==> src/rtl/sd_sector_reader.sv <==
// AXI-Lite read master that streams consecutive 512-byte SD sectors, one
// single-beat 32-bit read at a time, onto a valid/ready stream with a per-sector last flag.
module sd_sector_reader #(
    parameter int WORDS_PER_SECTOR = 128,
    parameter int SECTOR_BYTES     = 512
) (
    input  logic        aclk,
    input  logic        aresetn,
    input  logic        start,
    input  logic [31:0] start_sector,
    input  logic [15:0] num_sectors,
    output logic        busy,
    output logic        done,
    output logic        err,
    output logic [31:0] m_axil_araddr,
    output logic [2:0]  m_axil_arprot,
    output logic        m_axil_arvalid,
    input  logic        m_axil_arready,
    input  logic [31:0] m_axil_rdata,
    input  logic [1:0]  m_axil_rresp,
    input  logic        m_axil_rvalid,
    output logic        m_axil_rready,
    output logic [31:0] m_data,
    output logic        m_valid,
    input  logic        m_ready,
    output logic        m_last
);

    localparam int IDX_W = (WORDS_PER_SECTOR > 1) ? $clog2(WORDS_PER_SECTOR) : 1;
    localparam logic [IDX_W-1:0] LAST_IDX = IDX_W'(WORDS_PER_SECTOR - 1);

    typedef enum logic [1:0] {
        S_IDLE,
        S_ADDR,
        S_DATA,
        S_OUT
    } state_t;

    state_t            state_reg, state_next;
    logic [31:0]       addr_reg, addr_next;
    logic [IDX_W-1:0]  idx_reg, idx_next;
    logic [15:0]       remaining_reg, remaining_next;
    logic              done_reg, done_next;
    logic              err_reg, err_next;
    logic [31:0]       data_reg, data_next;
    logic              last_reg, last_next;

    always_ff @(posedge aclk or negedge aresetn) begin
        if (!aresetn) begin
            state_reg     <= S_IDLE;
            addr_reg      <= '0;
            idx_reg       <= '0;
            remaining_reg <= '0;
            done_reg      <= 1'b0;
            err_reg       <= 1'b0;
            data_reg      <= '0;
            last_reg      <= 1'b0;
        end else begin
            state_reg     <= state_next;
            addr_reg      <= addr_next;
            idx_reg       <= idx_next;
            remaining_reg <= remaining_next;
            done_reg      <= done_next;
            err_reg       <= err_next;
            data_reg      <= data_next;
            last_reg      <= last_next;
        end
    end

    always_comb begin
        state_next     = state_reg;
        addr_next      = addr_reg;
        idx_next       = idx_reg;
        remaining_next = remaining_reg;
        done_next      = 1'b0;
        err_next       = err_reg;
        data_next      = data_reg;
        last_next      = last_reg;

        case (state_reg)
            S_IDLE: begin
                // The done cycle is still IDLE, so a start there must be ignored explicitly.
                if (start && !done_reg) begin
                    err_next       = 1'b0;
                    addr_next      = start_sector * 32'(SECTOR_BYTES);
                    idx_next       = '0;
                    remaining_next = num_sectors;
                    last_next      = 1'b0;
                    if (num_sectors == 16'd0) begin
                        done_next = 1'b1;
                    end else begin
                        state_next = S_ADDR;
                    end
                end
            end
            S_ADDR: begin
                if (m_axil_arready) begin
                    state_next = S_DATA;
                end
            end
            S_DATA: begin
                if (m_axil_rvalid) begin
                    data_next  = m_axil_rdata;
                    last_next  = (idx_reg == LAST_IDX);
                    if (m_axil_rresp != 2'b00) begin
                        err_next = 1'b1;
                    end
                    state_next = S_OUT;
                end
            end
            S_OUT: begin
                if (m_ready) begin
                    if (last_reg && (remaining_reg == 16'd1)) begin
                        state_next = S_IDLE;
                        done_next  = 1'b1;
                    end else begin
                        addr_next  = addr_reg + 32'd4;
                        idx_next   = last_reg ? '0 : idx_reg + IDX_W'(1);
                        if (last_reg) begin
                            remaining_next = remaining_reg - 16'd1;
                        end
                        state_next = S_ADDR;
                    end
                end
            end
            default: begin
                state_next = S_IDLE;
            end
        endcase
    end

    // Handshake strobes decode straight from the state, so they fall with reset.
    assign busy           = (state_reg != S_IDLE);
    assign done           = done_reg;
    assign err            = err_reg;
    assign m_axil_araddr  = addr_reg;
    assign m_axil_arprot  = 3'b000;
    assign m_axil_arvalid = (state_reg == S_ADDR);
    assign m_axil_rready  = (state_reg == S_DATA);
    assign m_data         = data_reg;
    assign m_valid        = (state_reg == S_OUT);
    assign m_last         = last_reg;

endmodule

==> config.mk <==
export PLATFORM = sky130hd
export DESIGN_NAME = sd_sector_reader
export DESIGN_NICKNAME = d
export VERILOG_FILES = /design/src/rtl/sd_sector_reader.sv
export SDC_FILE = /design/constraint.sdc
export NUM_CORES = 1
export LEC_CHECK = 0
export CAP_MARGIN = 20
export CELL_PAD_IN_SITES_DETAIL_PLACEMENT = 1
export CELL_PAD_IN_SITES_GLOBAL_PLACEMENT = 2
export CORE_ASPECT_RATIO = 0.5
export CORE_MARGIN = 4
export CORE_UTILIZATION = 30
export DETAILED_ROUTE_END_ITERATION = 12
export PLACE_DENSITY = 0.83
export SYNTH_ARGS = -nofsm -noshare
export SYNTH_HDL_FRONTEND = slang
export SYNTH_SLANG_ARGS = --single-unit
==> constraint.sdc <==
create_clock -name aclk -period 4.8 [get_ports aclk]
set_input_delay 0.72 -clock aclk [delete_from_list [all_inputs] [get_ports aclk]]
set_output_delay 0.72 -clock aclk [all_outputs]
set_load 0.05 [all_outputs]
==> out/qor.csv, run 1 <==
stage;metric;value;unit
run_status;status;finished clean;
clocking;cts_buffer_depth;2;
clocking;cts_tree;yes;
yosys;synth-seq-area-share;0.453;
run;cap_violations;0;
yosys;netlist_area;4970;µm²
floorplan;die-width;190;µm
routing;maxUsedRoutingLayer;met4;
yosys;synth.avg_cell_area;9.74;µm²
yosys;synth_top_family_by_area;simple AND/OR/NAND/NOR gates;
routing;wl_met3;949;µm
sta;setup_ws;1.65;ns
sta;tightestPinTransition;0.880;ns
placed_design;preCtsSetupSlack;1.37;ns
floorplan;num_io_pins;162;
sta;skew;0.0143;ns
yosys;ys_types;59;
routing;drt_first_iter_violations;170;
clocking;cts_made_buffers;9;
routing;dr_wl_met2;7300;µm
yosys;yosys_warnings;0;
routing;wl_met1;8100;µm
floorplan;initial_utilization;0.314;
placed_design;io_buffers;147;
global_route;grt_pass1_wl;26600;µm
clocking;clk_pin_slew_worst_paths;0.07;ns
global_route;gr-total-overflow;0;
sta;slew_headroom;0.413;
routing;drc_errors;0;
routing;vias_per_cell;5.30;
critical_path;timing.rr.start;state_reg[0];
yosys;synth.top_cell.area_share;0.453;
yosys;yosys.area.top_type;dfrtp_1;
floorplan;coreArea;15800;µm²
clocking;cts_resized;0;
cells_and_area;largest_reg_flops;32;
sta;min_period;3.15;ns
routing;drt_first_pass_iters;4;
sta;rsz0062_at_grt;false;
critical_path;critPathRequiredTime;4.98;ns
sta;hold_viol_final;0;
yosys;ys_dominant_reg_cell;dfrtp_1;
yosys;ys_ff_latch;90;
cells_and_area;layout_commonest_cell;clkdlybuf4s50_1;
yosys;synth_cells;510;
critical_path;cp-end-kind;flop;
cells_and_area;drive_above_1_share;0.109;
critical_path;crit_type;flop to flop;
global_route;grt_pass1_vias;4741;
sta;drv_slew;0;
routing;drt-total-wl;16500;µm
yosys;synth-simple-area-share;0.209;
placed_design;place_area;6640;µm²
yosys;async_reset_ff_frac;1.00;
yosys;synthAdderAreaFrac;0.0201;
cells_and_area;nFillCells;1813;
power_and_ir_drop;p_leak;0.00277;µW
placed_design;hpwl;12100;µm
yosys;synth-xor-area-share;0.00176;
cells_and_area;fin_nets;743;
global_route;grt_util_all_layers;0.174;
cells_and_area;area_growth;39.7;%
routing;ant_nets;0;
sta;setup_viol;0;
cells_and_area;final_cell_mix;clkdlybuf4s50_1 (146), dfrtp_1 (90), nand2_1 (36), nor2_1 (34), mux2_2 (34);
yosys;synth-edff-count;0;
yosys;synth_compound_area_frac;0.158;
clocking;postCtsHoldBufs;0;
critical_path;setup.worst_path.start_class;flop;
sta;fmax;318;MHz
power_and_ir_drop;power_density;784;nW/µm²
clocking;cts_root_buffer;clkbuf_16;
critical_path;crit_start;state_reg[0];
clocking;clk_latency;0.34;ns
cells_and_area;fin_area;6940;µm²
global_route;grt_max_degree;53;
routing;num_vias;4624;
yosys;synthMuxAreaShare;0.115;
sta;tns;0;ns
placed_design;place_congestion;0.826;
clocking;cts.sinks;90;
floorplan;rows;32;
sta;period_share;0.655;
routing;wl_per_cell;18.9;µm
critical_path;crit_fanout;41;
floorplan;dieHeight;99;µm
clocking;h-tree-depth;3;
worst_hold_path;hold_class;input pin to async pin;
global_route;antenna_found_initial;0;
cells_and_area;diodes;0;
yosys;synth_area_leaders;dfrtp_1 (45%), mux2_2 (7.7%), o22ai_1 (4.0%);
clocking;cts_setup_buffers;0;
critical_path;critical_path_arrival;3.33;ns
floorplan;dieArea;18800;µm²
power_and_ir_drop;max-vdd-ir-drop;388;µV
-- cell families after synthesis --
group,count (synthesis)
AOI/OAI and AO/OA,120
xor gates and xnor gates,1
adders and majority gates,8
buffers and inverters,47
DFF,90
muxes,53
other,1
and+or+nand+nor,190
-- per-stage QoR --
| step | hold WS (ns) | util | total power (µW) | instances |
|---|---|---|---|---|
| finish | 0.356 | 0.439 | 5440 | 873 |
| global route | 0.390 | 0.439 | 5780 | 873 |
| CTS | 0.363 | 0.439 | 5480 | 873 |
| detailed placement | 0.493 | 0.420 | 4730 | 857 |
| global placement | 0.483 | 0.420 | 4640 | 857 |
| floorplan | 0.424 | - | 3640 | 514 |
-- worst max-delay path, cell delays in order, from the launching register on --
cell	delay [ns]
dfrtp_1	0.43
ha_1	0.22
buf_4	0.28
nor2b_1	0.25
a211oi_4	0.58
nand2_1	0.58
buf_4	0.40
o22ai_1	0.16
a311oi_1	0.07
-- final cells by class --
class	count	area [µm²]	area share
clock inverter	6	71.3	0.0103
inverter	13	48.8	0.00703
sequential	90	2250	0.325
multi-input combinational	377	2520	0.364
tap	221	277	0.0398
timing repair buffer	156	1540	0.221
clock buffer	10	229	0.0330
-- cells in the mapped netlist (15+ instances only) --
cell type and instances:
nor2_1 34, mux2i_1 19, a21oi_1 32, nand2_1 36
nand3_1 26, o22ai_1 32, mux2_2 34, o21ai_0 15
dfrtp_1 90, clkbuf_1 19, nor3_1 23
-- metal layers --
layer  vias to the layer above  global-route usage
li1                       2191                   -
met1                      2287               0.250
met2                       136               0.275
met3                        10              0.0386
met4                         0              0.0278
met5                         -                   0
-- worst paths after layout --
kind / to / slack (ns) / depth (start not counted)
max: remaining_reg[11] / 1.65 / 8
min reg2reg: m_data[1] / 0.51 / 1
min: remaining_reg[7] / 0.36 / 1
max reg2reg: remaining_reg[11] / 1.65 / 8
max in group asynchronous: m_data[0] / 3.32 / 2
min in group aclk: m_data[1] / 0.51 / 1
-- power breakdown --
part / total [µW] / internal [µW] / switching (µW) / leakage, µW
registers: 1500 / 1110 / 387 / 0.00108
logic: 3200 / 1140 / 2060 / 0.00155
clock network: 736 / 411 / 325 / 0.000145
total: 5440 / 2660 / 2770 / 0.00277
No activity file was read; power rests on OpenSTA's default activity.
==> run 2, diff against run 1 <==
CORE_UTILIZATION = 28   (was 30)
PLACE_DENSITY = 0.78   (was 0.83)
clock period = 3 ns   (was 4.8 ns; I/O delays follow)
==> out/qor.csv, run 2 (synthesized netlist as in run 1, its figures left out) <==
stage;metric;value;unit
run_status;status;finished clean;
critical_path;reg2reg_to;m_axil_araddr[26];
cells_and_area;drive_above_1_share;0.132;
sta;skew;0.0186;ns
routing;vias_per_cell;5.17;
cells_and_area;area_growth;42.9;%
routing;drt-total-wl;16800;µm
cells_and_area;fin_area;7100;µm²
cells_and_area;layout_commonest_cell;clkdlybuf4s50_1;
global_route;grt_pass1_vias;4790;
global_route;grt_util_all_layers;0.167;
critical_path;crit_type;flop to output port;
sta;tns;0;ns
floorplan;dieArea;20100;µm²
sta;hold_viol_final;0;
critical_path;r2r_cells;8;
routing;wl_per_cell;18.6;µm
power_and_ir_drop;p_leak;0.00286;µW
clocking;cts_made_buffers;9;
floorplan;dieHeight;102;µm
cells_and_area;largest_reg_flops;32;
power_and_ir_drop;max-vdd-ir-drop;660;µV
global_route;antenna_found_initial;0;
floorplan;rows;34;
placed_design;place_congestion;0.857;
critical_path;timing.rr.start;remaining_reg[1];
routing;drt_first_iter_violations;245;
clocking;postCtsHoldBufs;0;
floorplan;num_io_pins;162;
global_route;grt_pass1_wl;27000;µm
clocking;clk_pin_slew_worst_paths;0.07;ns
clocking;h-tree-depth;3;
cells_and_area;final_cell_mix;clkdlybuf4s50_1 (145), dfrtp_1 (90), nand2_1 (36), nor2_1 (34), mux2_2 (34);
routing;num_vias;4660;
critical_path;setup.worst_path.start_class;flop;
global_route;grt_max_degree;45;
routing;drc_errors;0;
floorplan;coreArea;17400;µm²
floorplan;die-width;196;µm
run;cap_violations;0;
floorplan;initial_utilization;0.286;
routing;ant_nets;0;
worst_hold_path;hold_class;input pin to async pin;
routing;drt_first_pass_iters;4;
critical_path;cp-end-kind;output port;
critical_path;ff2ff_setup_slack;0.43;ns
clocking;cts_buffer_depth;2;
sta;drv_slew;0;
clocking;cts_resized;0;
sta;tightestPinTransition;0.722;ns
placed_design;hpwl;12500;µm
critical_path;critical_path_arrival;2.24;ns
sta;rsz0062_at_grt;false;
placed_design;io_buffers;147;
clocking;cts_tree;yes;
sta;setup_viol;0;
sta;fmax;372;MHz
placed_design;place_area;6780;µm²
clocking;cts_root_buffer;clkbuf_16;
clocking;cts_setup_buffers;0;
cells_and_area;diodes;0;
critical_path;critPathRequiredTime;2.55;ns
sta;slew_headroom;0.515;
sta;period_share;0.895;
cells_and_area;fin_nets;758;
global_route;gr-total-overflow;0;
cells_and_area;nFillCells;1949;
clocking;cts.sinks;90;
sta;min_period;2.69;ns
critical_path;crit_fanout;10;
power_and_ir_drop;power_density;1250;nW/µm²
clocking;clk_latency;0.35;ns
-- run 2: worst max-delay path, stage by stage (launching register included) --
cell and delay [ns]:
dfrtp_1 0.43, inv_1 0.09, ha_1 0.35, inv_1 0.19, clkdlybuf4s50_1 0.83
-- run 2: per-stage QoR --
| stage | util | total power (µW) | hold WS [ns] | std cells | worst slack, ns |
|---|---|---|---|---|---|
| final | 0.408 | 8900 | 0.126 | 901 | 0.315 |
| after global routing | 0.408 | 9480 | 0.164 | 901 | 0.188 |
| after CTS | 0.408 | 8990 | 0.148 | 901 | 0.278 |
| after detailed placement | 0.390 | 7730 | 0.494 | 885 | 0.334 |
| after global placement | 0.390 | 7610 | 0.482 | 885 | 0.337 |
| after floorplan | - | 5820 | 0.154 | 514 | 0.676 |
-- run 2: layout make-up --
| class | instances | area, µm² | area share |
|---|---|---|---|
| Sequential cell | 90 | 2250 | 0.317 |
| Tap cell | 234 | 293 | 0.0412 |
| Clock buffer | 9 | 225 | 0.0317 |
| Inverter | 13 | 48.8 | 0.00687 |
| Multi-Input combinational cell | 377 | 2520 | 0.356 |
| Clock inverter | 7 | 97.6 | 0.0137 |
| Timing Repair Buffer | 171 | 1660 | 0.234 |
-- run 2: report_power, final --
group          switching, µW  total, µW  internal [µW]
Sequential               624       2400           1780
Clock                    553       1220            670
Combinational           3320       5270           1950
-- run 2: worst max path at each step --
stage                           startpoint  slack, ns           endpoint
final                         state_reg[0]       0.31               busy
after CTS                     state_reg[0]       0.28               busy
after detailed placement   num_sectors[12]       0.33       state_reg[1]
after global placement     num_sectors[12]       0.34       state_reg[1]
after global routing      remaining_reg[1]       0.19  m_axil_araddr[26]
after floorplan               state_reg[0]       0.68       state_reg[1]
-- run 2: per-layer routing --
layer,GRT usage,vias up,share of wire
li1,-,2216,-
met1,0.244,2325,0.50
met2,0.266,108,0.45
met3,0.0287,11,0.042
met4,0.0306,0,0.0094
met5,0,-,0
